### config.mk
export PLATFORM = sky130hd
export DESIGN_NAME = btn_pulse_gen
export DESIGN_NICKNAME = d
export VERILOG_FILES = /design/src/rtl/btn_pulse_gen.sv
export SDC_FILE = /design/constraint.sdc
export NUM_CORES = 1
export LEC_CHECK = 0
export CAP_MARGIN = 25
export CORE_MARGIN = 2
export CORE_UTILIZATION = 40
export DETAILED_ROUTE_END_ITERATION = 8
export GPL_ROUTABILITY_DRIVEN = 0
export GPL_TIMING_DRIVEN = 0
export PLACE_DENSITY = 0.57
export REMOVE_ABC_BUFFERS = 1
export SLEW_MARGIN = 0
export SYNTH_ARGS = -nofsm -noshare
export SYNTH_HDL_FRONTEND = slang
export SYNTH_SLANG_ARGS = --single-unit
### constraint.sdc
create_clock -name clk -period 4.3 [get_ports clk]
set_input_delay 0.86 -clock clk [delete_from_list [all_inputs] [get_ports clk]]
set_output_delay 0.86 -clock clk [all_outputs]
set_load 0.005 [all_outputs]
### src/rtl/btn_pulse_gen.sv
// Two-channel push-button conditioner: 2-FF synchroniser, debounce FSM, one-shot with left priority.
// Define AUTO_REPEAT_EN to re-trigger every REPEAT_CYCLES while a button stays held.
module btn_pulse_gen #(
    parameter int unsigned DEBOUNCE_CYCLES = 1000000,
    parameter int unsigned REPEAT_CYCLES   = 50000000,
    parameter int unsigned CNT_W           = 26
) (
    input  logic clk,
    input  logic reset,
    input  logic btn_l_raw,
    input  logic btn_r_raw,
    output logic pulse_l,
    output logic pulse_r,
    output logic level_l,
    output logic level_r
);

    typedef enum logic [1:0] {
        StIdleLo,
        StWaitHi,
        StStableHi,
        StWaitLo
    } state_e;

    localparam logic [CNT_W-1:0] DebLast = CNT_W'(DEBOUNCE_CYCLES - 1);

    // The counter is shared in width by debounce and repeat timing, so it must cover both.
    localparam longint unsigned MaxCycles =
        (DEBOUNCE_CYCLES > REPEAT_CYCLES) ? longint'(DEBOUNCE_CYCLES) : longint'(REPEAT_CYCLES);
    if ((MaxCycles - 1) >= (64'd1 << CNT_W)) begin : g_cnt_w_check
        $error("CNT_W too narrow for DEBOUNCE_CYCLES/REPEAT_CYCLES");
    end

    // Index 0 is the left channel, index 1 the right channel.
    logic [1:0]       sync1_q;
    logic [1:0]       sync2_q;
    state_e           state_q [2];
    state_e           state_d [2];
    logic [CNT_W-1:0] cnt_q   [2];
    logic [CNT_W-1:0] cnt_d   [2];
    logic [1:0]       level_q;
    logic [1:0]       level_d;
    logic [1:0]       rise;
    logic             pulse_l_q;
    logic             pulse_r_q;

`ifdef AUTO_REPEAT_EN
    localparam logic [CNT_W-1:0] RepLast = CNT_W'(REPEAT_CYCLES - 1);
    logic [CNT_W-1:0] rep_q [2];
    logic [CNT_W-1:0] rep_d [2];
`endif

    always_comb begin
        for (int i = 0; i < 2; i++) begin
            state_d[i] = state_q[i];
            cnt_d[i]   = cnt_q[i];
            level_d[i] = level_q[i];
            rise[i]    = 1'b0;
            unique case (state_q[i])
                StIdleLo: begin
                    if (sync2_q[i]) begin
                        state_d[i] = StWaitHi;
                        cnt_d[i]   = '0;
                    end
                end
                StWaitHi: begin
                    if (!sync2_q[i]) begin
                        state_d[i] = StIdleLo;
                        cnt_d[i]   = '0;
                    end else if (cnt_q[i] == DebLast) begin
                        state_d[i] = StStableHi;
                        level_d[i] = 1'b1;
                        rise[i]    = 1'b1;
                    end else begin
                        cnt_d[i] = cnt_q[i] + 1'b1;
                    end
                end
                StStableHi: begin
                    if (!sync2_q[i]) begin
                        state_d[i] = StWaitLo;
                        cnt_d[i]   = '0;
                    end
                end
                StWaitLo: begin
                    // A bounce back high returns to the held state without a new pulse.
                    if (sync2_q[i]) begin
                        state_d[i] = StStableHi;
                    end else if (cnt_q[i] == DebLast) begin
                        state_d[i] = StIdleLo;
                        level_d[i] = 1'b0;
                    end else begin
                        cnt_d[i] = cnt_q[i] + 1'b1;
                    end
                end
                default: begin
                    state_d[i] = StIdleLo;
                end
            endcase
`ifdef AUTO_REPEAT_EN
            rep_d[i] = '0;
            if (state_q[i] == StStableHi && sync2_q[i]) begin
                if (rep_q[i] == RepLast) begin
                    rise[i] = 1'b1;
                end else begin
                    rep_d[i] = rep_q[i] + 1'b1;
                end
            end
`endif
        end
    end

    always_ff @(posedge clk or posedge reset) begin
        if (reset) begin
            sync1_q   <= '0;
            sync2_q   <= '0;
            level_q   <= '0;
            pulse_l_q <= 1'b0;
            pulse_r_q <= 1'b0;
            for (int i = 0; i < 2; i++) begin
                state_q[i] <= StIdleLo;
                cnt_q[i]   <= '0;
`ifdef AUTO_REPEAT_EN
                rep_q[i]   <= '0;
`endif
            end
        end else begin
            sync1_q   <= {btn_r_raw, btn_l_raw};
            sync2_q   <= sync1_q;
            level_q   <= level_d;
            pulse_l_q <= rise[0];
            pulse_r_q <= rise[1] & ~rise[0];
            for (int i = 0; i < 2; i++) begin
                state_q[i] <= state_d[i];
                cnt_q[i]   <= cnt_d[i];
`ifdef AUTO_REPEAT_EN
                rep_q[i]   <= rep_d[i];
`endif
            end
        end
    end

    assign pulse_l = pulse_l_q;
    assign pulse_r = pulse_r_q;
    assign level_l = level_q[0];
    assign level_r = level_q[1];

endmodule
==> key figures <==
Critical path
  • Worst path arrival time: 2640 ps
  • Worst Setup Start Kind: register
  • Setup Crit Path Kind: reg2reg
  • Crit end category: register
  • Required @ worst endpoint: 4560 ps
  • Worst-path maximum fanout: 8

Min path
  • Hold WC Path Type: reg2reg

Floorplanning
  • Die area: 0.0105 mm²
  • Chip height: 102 µm
  • Initial Util: 41.6%
  • Core area: 0.00928 mm²
  • Core Rows: 35
  • Die width: 102 µm
  • I/O pins: 8

Yosys
  • Top cells by area, synth: dfrtp_1 (41%), nand2_1 (5.0%), nand3_1 (4.0%), o21ai_0 (4.0%), nand4_1 (3.7%)
  • Post-Synth Simple-Gate Area: 30.2%
  • Post-synthesis cell area: 0.00386 mm²
  • Post-synthesis cell count: 445
  • Post-Synth Adder-Cell Area: 1.17%
  • Async set-or-reset flop fraction in the synthesized netlist: 100%
  • Seq cells post-synth: 64
  • Cell taking the most area after synthesis: dfrtp_1
  • Ys Warns: 0
  • Xor/xnor share of the synthesized area: 2.04%
  • Multiplexer share of the synthesized area: 0.842%
  • Average size of a mapped cell: 8.68 µm²
  • Number of synthesized flops with an enable pin: 0
  • Synth unique cells: 60
  • Compound-cell area share of the yosys netlist: 19.9%
  • Predominant post-synthesis flop cell: dfrtp_1
  • Area share of the largest cell type after synthesis: 41.5%
  • Largest family of logic cells by synthesized area: simple AND/OR/NAND/NOR gates
  • Post-synthesis sequential area ratio: 41.5%

Power
  • Internal: 939 µW
  • Leakage: 0.00163 µW
  • Combinational fraction of design power: 6.2%
  • Share of power burned in registers: 50.9%
  • Total net switching power: 322 µW
  • Power share of the clock group: 42.9%
  • Max VDD drop: 149 µV
  • Switch share: 25.5%
  • Power per cell area: 301 mW/mm²

Drt
  • ANT nets after route: 0
  • Routed WL: 9580 µm
  • Starting DRT DRC Count: 240
  • Total vias in the final route: 3502
  • First-pass DRT Iterations: 5
  • Vias per std cell: 6.14
  • # DRC: 0
  • Wirelength per Cell: 16.8 µm

Final layout
  • Commonest non-fill, non-tap cell in the layout: dfrtp_1
  • Final Util: 45.1%
  • Fillers: 926
  • Syn-to-layout area delta: 8.36%
  • Net count, final: 442
  • Commonest non-fill, non-tap cells in the layout: dfrtp_1 (64), nand2_1 (51), nand3_1 (31), o21ai_0 (31), nand4_1 (23)
  • Area of the multi-input gates: 0.00209 mm²
  • Flip-flop and latch area: 0.00160 mm²
  • Ratio of cells with drive above 1 in the final layout: 7.26%
  • ANT cells: 0

Timing
  • Worst hold slack: 350 ps
  • Fin crit share: 55.2%
  • Unrepaired setup endpoints after global routing: no
  • Fin. max-slew vios: 0
  • Setup Skew: 11.9 ps
  • Fmax: 421 MHz
  • Setup violators final: 0
  • Final min period: 2370 ps
  • Worst rel slew slack: 40.5%
  • Fin. Hold Viols: 0
  • Worst-Margin Slew: 884 ps
  • Setup TNS Final: 0 ps

Run status
  • Status: complete, no violations

GRT
  • Vias in the first global route: 3035
  • Gr usage total: 19.4%
  • Met1 GRT Util: 31.1%
  • Largest net degree at the start of global routing: 65
  • Met2 Track Usage GR: 25.5%
  • Met3 Use GR: 2.80%
  • Gr busiest metal: met1
  • First-pass GRT wire length: 15800 µm
  • Remaining Overflow, GRT: 0
  • Initial antenna violation count: 0

Clocking
  • Worst-Skew Late Latency: 350 ps
  • Sink Count: 64
  • CTS buffer count: 9
  • Root buf cell: clkbuf_8
  • CTS resizes: 0
  • Clock transition at path regs: 80 ps
  • CTS tree: yes
  • Hold Buf Count CTS: 0
  • H-tree depth: 3
  • Setup bufs post-CTS: 0
  • CTS Buffer Depth: 2

Place
  • Detailed Place HPWL: 6540 µm
  • # port buffers: 7

Flow run
  • Max-cap viol count: 0
[state kept, by name, indices dropped and copies added (netlist names), named ones only]
| register | cells |
|---|---|
| cnt_q | 52 |
| pulse_l | 1 |
| state_q | 2 |
| sync1_q | 2 |
| level_q | 2 |
| sync2_q | 2 |
| pulse_r | 1 |
[stage by stage]
| stage | instances | area (µm²) | worst slack, ps | total power [µW] |
|---|---|---|---|---|
| floorplan | 416 | 3730 | 1840 | 699 |
| global placement | 552 | 3970 | 566 | 728 |
| detailed placement | 554 | 3990 | 1960 | 732 |
| CTS | 570 | 4190 | 1950 | 1270 |
| global route | 570 | 4190 | 1710 | 1320 |
| finish | 570 | 4190 | 1930 | 1260 |
[routing by layer]
metal / vias up / share of wire [%]
li1: 1673 / -
met1: 1718 / 52
met2: 98 / 42
met3: 13 / 5.1
met4: 0 / 1.2
met5: - / 0
[cells in the mapped netlist (3+ instances only)]
library cell,instances
buf_2,13
and2_1,7
nand4b_1,3
a21o_1,5
nand2_1,51
nor4_1,14
and4_1,5
clkbuf_1,15
or4_1,7
nand3b_1,6
and3_1,10
a31oi_1,16
o21ai_0,31
o31ai_1,6
nand2b_1,3
o41ai_1,3
inv_1,11
o211ai_1,7
nor3_2,3
nand3_1,31
o21ai_1,8
xnor2_1,4
nor2_1,11
dfrtp_1,64
nor3_1,9
nand4_1,23
o2111ai_1,4
a21oi_1,22
or3_1,3
a22o_1,3
xor2_1,5
a21boi_0,3
[worst max-delay path, stage by stage, from the launching register on]
cell and delay (ps):
dfrtp_1 430, ha_1 350, nand4_1 190, nor4_2 620, nand3_1 180, or4_1 430
o21ai_1 90
[final cells by class]
class	count	area share (%)
Tap cell	129	3.86
Sequential cell	64	38.3
Multi-Input combinational cell	341	50.0
Inverter	11	1.05
Timing Repair Buffer	9	2.12
Clock inverter	3	0.957
Clock buffer	13	3.80
[power groups by stage]
stage / Combinational, µW / Clock [µW] / Sequential (µW)
floorplan: 55.3 / 0 / 644
global placement: 76.2 / 0 / 652
detailed placement: 79.4 / 0 / 652
CTS: 79.4 / 553 / 641
global route: 89.6 / 581 / 646
finish: 78.3 / 540 / 642
[worst paths after layout]
check | startpoint | to | slack, ps | cells after the start
setup / recovery | cnt_q[26]$_DFFE_PP0P_ | cnt_q[50]$_DFFE_PP0P_ | 1930 | 6
setup reg to reg | cnt_q[26]$_DFFE_PP0P_ | cnt_q[50]$_DFFE_PP0P_ | 1930 | 6
min in group asynchronous | reset | cnt_q[43]$_DFFE_PP0P_ | 1030 | 2
max in group asynchronous | reset | cnt_q[21]$_DFFE_PP0P_ | 2760 | 2
hold reg to reg | sync1_q[1]$_DFF_PP0_ | sync2_q[1]$_DFF_PP0_ | 350 | 0
hold / removal | sync1_q[1]$_DFF_PP0_ | sync2_q[1]$_DFF_PP0_ | 350 | 0
[cell families after synthesis]
| group | count (synthesis) |
|---|---|
| adder cells (fa/ha/maj) | 4 |
| multiplexers | 3 |
| AO/OA/AOI/OAI | 122 |
| flip-flops | 64 |
| buffers and inverters | 40 |
| XOR/XNOR | 9 |
| AND/OR/NAND/NOR | 203 |
(Power assumes the default switching activity.)
